**config.mk**
```make
export PLATFORM = sky130hd
export DESIGN_NAME = reset_release_seq
export DESIGN_NICKNAME = d
export VERILOG_FILES = /design/src/rtl/reset_seq_pkg.sv /design/src/rtl/reset_ack_sync.sv /design/src/rtl/reset_release_seq.sv
export SDC_FILE = /design/constraint.sdc
export NUM_CORES = 1
export LEC_CHECK = 0
export ABC_CLOCK_PERIOD_IN_PS = 4000
export BUFFER_PORTS_ARGS = -buffer_cell sky130_fd_sc_hd__buf_2
export CAP_MARGIN = 5
export CORE_ASPECT_RATIO = 0.6
export CORE_MARGIN = 5
export CORE_UTILIZATION = 50
export DETAILED_ROUTE_END_ITERATION = 8
export PLACE_DENSITY_LB_ADDON = 0.12
export SYNTH_ARGS = -nofsm -noshare
export SYNTH_HDL_FRONTEND = slang
export SYNTH_SLANG_ARGS = --single-unit
```
**constraint.sdc**
```tcl
create_clock -name sync_clock_in -period 4 [get_ports sync_clock_in]
set_clock_uncertainty 0.2 [all_clocks]
set_input_delay 1 -clock sync_clock_in [delete_from_list [all_inputs] [get_ports sync_clock_in]]
set_output_delay 1 -clock sync_clock_in [all_outputs]
set_load 0.05 [all_outputs]
```
**src/rtl/reset_seq_pkg.sv**
```systemverilog
// reset_seq_pkg: shared state encoding, counter widths and index-width helper for the reset release sequencer.
package reset_seq_pkg;

   localparam int DLY_W = 8;
   localparam int TO_W  = 16;

`ifdef RST_SEQ_TIMEOUT_EN
   typedef enum logic [2:0] {WAIT_DLY, RELEASE, WAIT_ACK, DONE, ASSERT, ERR} state_t;
`else
   typedef enum logic [2:0] {WAIT_DLY, RELEASE, WAIT_ACK, DONE, ASSERT} state_t;
`endif

   function automatic int idx_w(input int n);
      return (n > 1) ? $clog2(n) : 1;
   endfunction

endpackage

```
**src/rtl/reset_ack_sync.sv**
```systemverilog
// reset_ack_sync: flop-chain synchronizer for one returned domain ack, clears to 0 on reset.
module reset_ack_sync #(
   parameter int STAGES = 2
) (
   input  logic clk,
   input  logic rst,
   input  logic d,
   output logic q
);

   logic [STAGES-1:0] sync;

   always_ff @(posedge clk or posedge rst)
      if (rst) sync <= '0;
      else     sync <= {sync[STAGES-2:0], d};

   assign q = sync[STAGES-1];

endmodule

```
**src/rtl/reset_release_seq.sv**
```systemverilog
// reset_release_seq: releases per-domain upstream resets one at a time in index order, waiting for each synchronized ack.
// Define RST_SEQ_TIMEOUT_EN to enable ack timeout detection (ERR state, timeout_err, err_domain).
module reset_release_seq
   import reset_seq_pkg::*;
#(
   parameter int  NUM_DOMAINS     = 4,
   parameter int  RELEASE_DLY     = 16,
   parameter int  ACK_TIMEOUT     = 255,
   parameter int  ACK_SYNC_STAGES = 2,
   localparam int IDX_W           = idx_w(NUM_DOMAINS)
) (
   input  logic                   sync_clock_in,
   input  logic                   reset_in,
   input  logic                   sw_reset_req,
   input  logic [NUM_DOMAINS-1:0] domain_synced_n_in,
   output logic [NUM_DOMAINS-1:0] domain_reset_n_out,
   output logic                   seq_busy,
   output logic                   seq_done,
   output logic                   timeout_err,
   output logic [IDX_W-1:0]       err_domain
);

   if (NUM_DOMAINS < 1 || NUM_DOMAINS > 16 || RELEASE_DLY < 1 || RELEASE_DLY > 255 ||
       ACK_TIMEOUT < 1 || ACK_TIMEOUT > 65535 || ACK_SYNC_STAGES < 2) begin : g_bad_param
      $error("reset_release_seq: parameter out of range");
   end

   state_t                 state, state_nx;
   logic [IDX_W-1:0]       idx, idx_nx;
   logic [DLY_W-1:0]       dly_cnt, dly_nx;
   logic [NUM_DOMAINS-1:0] rst_n_nx;
   logic [NUM_DOMAINS-1:0] ack;
   logic                   last;

   for (genvar i = 0; i < NUM_DOMAINS; i++) begin : g_sync
      reset_ack_sync #(.STAGES(ACK_SYNC_STAGES)) u_sync (
         .clk (sync_clock_in),
         .rst (reset_in),
         .d   (domain_synced_n_in[i]),
         .q   (ack[i])
      );
   end

   assign last = idx == IDX_W'(NUM_DOMAINS - 1);

`ifdef RST_SEQ_TIMEOUT_EN
   logic [TO_W-1:0]  to_cnt, to_nx;
   logic             err_q, err_nx;
   logic [IDX_W-1:0] dom_q, dom_nx, low;
   logic             to_expired;

   assign to_expired  = to_cnt == TO_W'(ACK_TIMEOUT - 1);
   assign timeout_err = err_q;
   assign err_domain  = dom_q;

   always_comb begin
      low = '0;
      for (int i = NUM_DOMAINS - 1; i >= 0; i--)
         if (ack[i]) low = IDX_W'(i);
   end

   always_ff @(posedge sync_clock_in or posedge reset_in)
      if (reset_in) begin
         to_cnt <= '0;
         err_q  <= 1'b0;
         dom_q  <= '0;
      end else begin
         to_cnt <= to_nx;
         err_q  <= err_nx;
         dom_q  <= dom_nx;
      end
`else
   assign timeout_err = 1'b0;
   assign err_domain  = '0;
`endif

   // Domain resets are plain flops so the upstream synchronizers never see a glitch.
   always_ff @(posedge sync_clock_in or posedge reset_in)
      if (reset_in) begin
         state              <= WAIT_DLY;
         idx                <= '0;
         dly_cnt            <= '0;
         domain_reset_n_out <= '0;
      end else begin
         state              <= state_nx;
         idx                <= idx_nx;
         dly_cnt            <= dly_nx;
         domain_reset_n_out <= rst_n_nx;
      end

   always_comb begin
      state_nx = state;
      idx_nx   = idx;
      dly_nx   = dly_cnt;
      rst_n_nx = domain_reset_n_out;
`ifdef RST_SEQ_TIMEOUT_EN
      to_nx    = '0;
      err_nx   = err_q;
      dom_nx   = dom_q;
`endif
      case (state)
         WAIT_DLY: begin
            state_nx = (dly_cnt == DLY_W'(RELEASE_DLY - 1)) ? RELEASE : WAIT_DLY;
            dly_nx   = (dly_cnt == DLY_W'(RELEASE_DLY - 1)) ? '0 : dly_cnt + 1'b1;
         end
         RELEASE: begin
            rst_n_nx[idx] = 1'b1;
            state_nx      = WAIT_ACK;
         end
         WAIT_ACK: begin
            if (ack[idx]) begin
               state_nx = last ? DONE : WAIT_DLY;
               idx_nx   = last ? idx : idx + 1'b1;
            end
`ifdef RST_SEQ_TIMEOUT_EN
            else if (to_expired) begin
               state_nx = ERR;
               err_nx   = 1'b1;
               dom_nx   = idx;
            end else
               to_nx = to_cnt + 1'b1;
`endif
         end
         DONE:
            if (sw_reset_req) begin
               rst_n_nx = '0;
               state_nx = ASSERT;
            end
         ASSERT: begin
            if (ack == '0) begin
               idx_nx   = '0;
               state_nx = WAIT_DLY;
            end
`ifdef RST_SEQ_TIMEOUT_EN
            else if (to_expired) begin
               state_nx = ERR;
               err_nx   = 1'b1;
               dom_nx   = low;
            end else
               to_nx = to_cnt + 1'b1;
`endif
         end
`ifdef RST_SEQ_TIMEOUT_EN
         ERR:
            if (sw_reset_req) begin
               rst_n_nx = '0;
               state_nx = ASSERT;
            end
`endif
         default: state_nx = WAIT_DLY;
      endcase
   end

   assign seq_done = state == DONE;
`ifdef RST_SEQ_TIMEOUT_EN
   assign seq_busy = (state != DONE) && (state != ERR);
`else
   assign seq_busy = state != DONE;
`endif

endmodule
```
After elaboration in Yosys (flattened, before gate mapping)
Index checks and enable logic that the tools add are counted.
{"block": "totals", "wordCells": 49, "rom_bits": 0, "memories": 0, "reg_bits": 25, "latchBits": 0, "inputBits": 7, "ram_bits": 0, "output_inout_bits": 9}
{"block": "op_classes", "div_mod_pow": 0, "magnitude_cmp": 2, "add_sub_neg": 2, "shift": 0, "reduce_logical": 8, "n_mux": 17, "eq_ne": 11, "n_mul": 0, "n_bitwise": 1}
{"cell": "one-hot mux 3 bit (5 select lines)", "count": 1}
{"cell": "two-way mux 3 bit", "count": 3}
{"cell": "adder 8 x 1 -> 8 bit (second input constant)", "count": 1}
{"cell": "== test 8 x 4 -> 1 bit (second input constant)", "count": 1}
{"cell": "two-way mux 2 bit", "count": 4}
{"cell": "two-way mux 8 bit", "count": 1}
{"cell": "!= test 2 bit (second input constant)", "count": 4}
{"cell": "one-hot mux 4 bit (2 select lines)", "count": 1}
{"cell": "== test 3 x 2 -> 1 bit (second input constant)", "count": 2}
{"cell": "logical NOT 4 bit", "count": 1}
{"cell": "two-way mux 4 bit", "count": 1}
{"cell": "bitwise OR 4 bit", "count": 1}
{"cell": "one-hot mux 2 bit (2 select lines)", "count": 1}
{"cell": "AND reduction 4 bit", "count": 1}
{"cell": "nonzero test 2 bit", "count": 2}
{"cell": "== test 3 x 1 -> 1 bit (second input constant)", "count": 1}
{"cell": "== test 3 bit (second input constant)", "count": 1}
{"cell": "logical NOT 3 bit", "count": 1}
{"cell": "< comparator 2 x 3 -> 1 bit (second input constant)", "count": 1}
{"cell": "two-way mux 1 bit", "count": 3}
{"cell": "!= test 3 x 2 -> 1 bit (second input constant)", "count": 1}
{"cell": "AND reduction 3 bit", "count": 1}
{"cell": "adder 2 x 1 -> 2 bit (second input constant)", "count": 1}
{"cell": "binary-select mux 1 bit (select 2 bit)", "count": 1}
{"cell": "5 further kinds", "count": 5}

Longest topological paths before layout
{"block": "logic_depth", "word_depth": 6, "mapped_depth": 5, "mapped_depth_nobuf": 4}

By module
From an unflattened synthesis, not the netlist that was laid out.
{"block": "hier_totals", "cells_unflattened": 106, "hier_area_um2": 1166.1}
{"mod": "reset_release_seq", "instances": 1, "seq_area_each_um2": 425.4, "cells_each": 94, "area_each_um2": 950.9}
{"mod": "reset_ack_sync", "instances": 4, "seq_area_each_um2": 50.0, "cells_each": 3, "area_each_um2": 53.8}

Least setup slack after synthesis
Ideal clock, no wire load.
{"block": "synth_path", "path_type": "register -> output", "from": "register state[0]", "to": "output seq_busy", "t_required_ns": 2.800, "path_buffers": 1, "path_slack_ns": 1.228, "t_arrival_ns": 1.572, "stages_incl_launch_ff": 5, "path_cell_list": "dfrtp_1 -> buf_6 -> nor2b_1 -> and2_1 -> inv_1"}
{"block": "synth_between", "elab_chain_cells": 1}
{"item": "start, declared", "line_no": "reset_release_seq.sv:28", "source": "state_t state, state_nx;"}
{"item": "start signal, assigned", "line_no": "reset_release_seq.sv:85", "source": "state <= state_nx;"}
{"item": "!= test 3 x 2 -> 1 bit", "line_no": "reset_release_seq.sv:158", "source": "assign seq_busy = state != DONE;"}
{"item": "end, declared", "line_no": "reset_release_seq.sv:17", "source": "output logic seq_busy,"}
No other way between the ends.

Final worst setup path
{"block": "layout_path", "from": "register state[0]", "to": "output seq_done"}
{"block": "layout_between", "elab_chain_cells": 1}
{"item": "== test 3 x 2 -> 1 bit", "line_no": "reset_release_seq.sv:154", "source": "assign seq_done = state == DONE;"}
{"item": "end, declared", "line_no": "reset_release_seq.sv:18", "source": "output logic seq_done,"}
No other way between the ends.

==> summary.md <==
| Metric | Value |
|---|---|
| Largest net degree at the start of global routing | 26 |
| Final setup fails | 0 |
| CP Capture Type | output port |
| Setup CP Type | flip-flop to output port |
| Leak | 0.5714 nW |
| Core ar. | about 0.0022 mm² |
| Die area | 0.003417 mm² |
| Initial antenna violation count | 0 |
| Vias per std cell | between 5 and 6 |
| Critical path data arrival time | between 1.5 and 2 ns |
| Reg2reg path depth | 3 |
| Num CTS Buffers | 3 |
| Post-CTS Setup Inserts | 0 |
| Final hold slack | 0.1509 ns |
| Final min period | 2.823 ns |
| Top FF cell, synth | dfrtp_1 |
| Root buffer cell | clkbuf_8 |
| I/O pin count | 16 |
| DR DRC count | 0 |
| Area grow syn2layout | 9.160% |
| GP Congestion | approximately 0.8 |
| RSZ-0062 raised after global routing | false |
| Crit-path max cell delay | ~0.49 ns |
| Starting Density | 0.5288 |
| Hold path endpoint | g_sync[1].u_sync.sync[1]$_DFF_PP0_ |
| Synth area leaders | dfrtp_1, ha_1, nand2_1 |
| H-tree depth | 1 |
| Count leader, synth | dfrtp_1 |
| Area post-placement | 0.001222 mm² |
| First drt pass iteration count | 4 |
| Final HPWL DP | 1502 µm |
| Clk_lat worst skew | between 0.2 and 0.3 ns |
| Final hold violations | 0 |
| Final ANT Viol Nets | 0 |
| Post-synth EDFFs | 0 |
| Post-route cell area | about 0.0013 mm² |
| Area share of the largest cell type after synthesis | 0.5388 |
| Final core occ | 0.5772 |
| CP max FO | 9 |
| Cell Rows | 13 |
| Iter 0 DRT Violations | 72 |
| Die outline height | around 47 µm |
| Clock-pin slew on the worst setup and hold paths | around 0.080 ns |
| Placed Cells | about 140 |
| CP bufs+invs | 1 |
| Final wirelength | 1994 µm |
| GRT overflow | 0 |
| Max-Cap Viols | 0 |
| TritonCTS clock tree | yes |
| WL/cell | roughly 14 µm |
| Clock sinks | 25 |
| Worst R2R End | state[0]$_DFFE_PP0P_ |
| Mapped cell area | around 0.0012 mm² |
| Global-route wire length before repair | about 3400 µm |
| Asr flop ratio synth | 1.000 |
| Die span in x | 72.21 µm |
| Crit-path cells | nor2b_1 -> and2_1 -> buf_2 |
| Peak VDD IR | about 230 µV |
| Fmax | about 350 MHz |
| Slew Limit Fails | 0 |
| CP startpoint kind | flip-flop |
| Number of gates resized after CTS | 0 |
| Hold Buf Count CTS | 0 |
| Final Non-Filler Cells | ~150 |
| N_diodes | 0 |
| Port bufs | 12 |
| Cells after Synth | ~110 |
| CP Data Required Time | 2.80 ns |
| Setup TNS | 0 ns |
| Fill cell count | 199 |
| Crit-path slowest cell | dfrtp_1 |
| Synth area leader | dfrtp_1 |
| Tcrit/Tclk final | 0.7056 |
| Slew at the pin closest to its max-slew limit | between 0.9 and 1 ns |
| PD cells | between 400 and 500 mW/mm² |
| Synth warn | 0 |
| Hold/Removal Path Class | flip-flop to flip-flop |
| Post-synthesis cell type count | 33 |
| Delay-heaviest family, CP | simple AND/OR/NAND/NOR gates |
| R2R Setup Slk | ~2.1 ns |
| GRT Total Usage | 0.1371 |
| Seq/Total Area, Yosys | 0.5388 |
| Synth cell count leaders | dfrtp_1, nand2_1, a21oi_1, inv_1, nand3_1 |
| Final net count | 130 |
| Hold path cells | 0 |
| Share of layout cells above drive strength 1 | 0.1538 |
| Vias in the first global route | 746 |
| Status | finished clean |
| RR Startpoint | state[0]$_DFFE_PP0P_ |
| Total number of vias | a little over 800 |
| Hold path start | g_sync[1].u_sync.sync[0]$_DFF_PP0_ |
| Avg Cell Area, Syn | approximately 11 µm² |
| Slew Limit Headroom | 0.3843 |
| Clock buffer depth | 2 |
| Seq cells post-synth | 25 |
sequential cells by signal, summed over array words and instances (netlist names):
register	cells
dly_cnt	8
state	3
idx	2
g_sync.u_sync.sync	8
domain_reset_n_out	4
worst max-delay path by stage:
stage	start	to	slack, ns	cells past startpoint
finish	state[0]$_DFFE_PP0P_	seq_done	1.18	3
global placement	state[0]$_DFFE_PP0P_	seq_done	1.55	3
detailed placement	state[0]$_DFFE_PP0P_	seq_done	1.48	3
global route	state[0]$_DFFE_PP0P_	seq_done	1.02	3
floorplan	state[0]$_DFFE_PP0P_	seq_busy	1.23	4
CTS	state[0]$_DFFE_PP0P_	seq_done	1.17	3
worst register-to-register path, delay by kind of cell (launching register included):
kind               cells  cell delay [ns]
AOI/OAI and AO/OA      1             0.28
DFF                    1             0.47
and+or+nand+nor        2             0.82
per-layer routing:
metal | vias to the layer above | track usage | part of all wire
met5 | - | 0 | 0
met4 | 0 | 0.05618 | 0.011
met3 | 3 | 0.04701 | 0.077
met2 | 29 | 0.1863 | 0.39
met1 | 383 | 0.1992 | 0.52
li1 | 395 | - | -
cell families (layout without fill, tap and decap cells):
family / Yosys count / in the layout / synth area share
AO/OA/AOI/OAI: 25 / 25 / 0.1476
XOR/XNOR: 4 / 4 / 0.03018
adder cells (fa/ha/maj): 5 / 5 / 0.05388
buffers and inverters: 13 / 23 / 0.06035
flip-flops: 25 / 25 / 0.5388
multiplexers: 1 / 1 / 0.01940
other: 1 / 3 / 0.003230
AND/OR/NAND/NOR: 31 / 31 / 0.1466
area by class of cell:
class	count	area, µm²	share of cell area
inverter	7	26.28	0.02073
clock buffer	4	45.04	0.03554
multi-input combinational	69	473.0	0.3731
tap	30	37.54	0.02961
timing repair buffer	12	60.06	0.04738
sequential	25	625.6	0.4936
layout by cell type, fill, tap and decap left out, types with 3 or more instances in the layout:
cell / n
nand2_1: 10
clkbuf_8: 3
nand3_1: 6
buf_2: 12
a21oi_1: 7
inv_1: 7
ha_1: 5
conb_1: 3
o2bb2ai_1: 4
o21ai_0: 5
dfrtp_1: 25
per-stage QoR:
step           total power (W)  setup slack, ns
3_3_place_gp         0.0004644            1.552
5_1_grt              0.0006561            1.016
3_5_place_dp         0.0004714            1.479
4_1_cts              0.0006173            1.173
6_report             0.0006130            1.178
2_1_floorplan        0.0004333            1.228
power breakdown:
group          internal, W  total (W)  switching (W)
sequential        0.000287   0.000330      0.0000421
clock            0.0000712   0.000146      0.0000750
combinational    0.0000576   0.000137      0.0000797
total             0.000416   0.000613       0.000197
No activity file was read; power rests on OpenSTA's default activity.
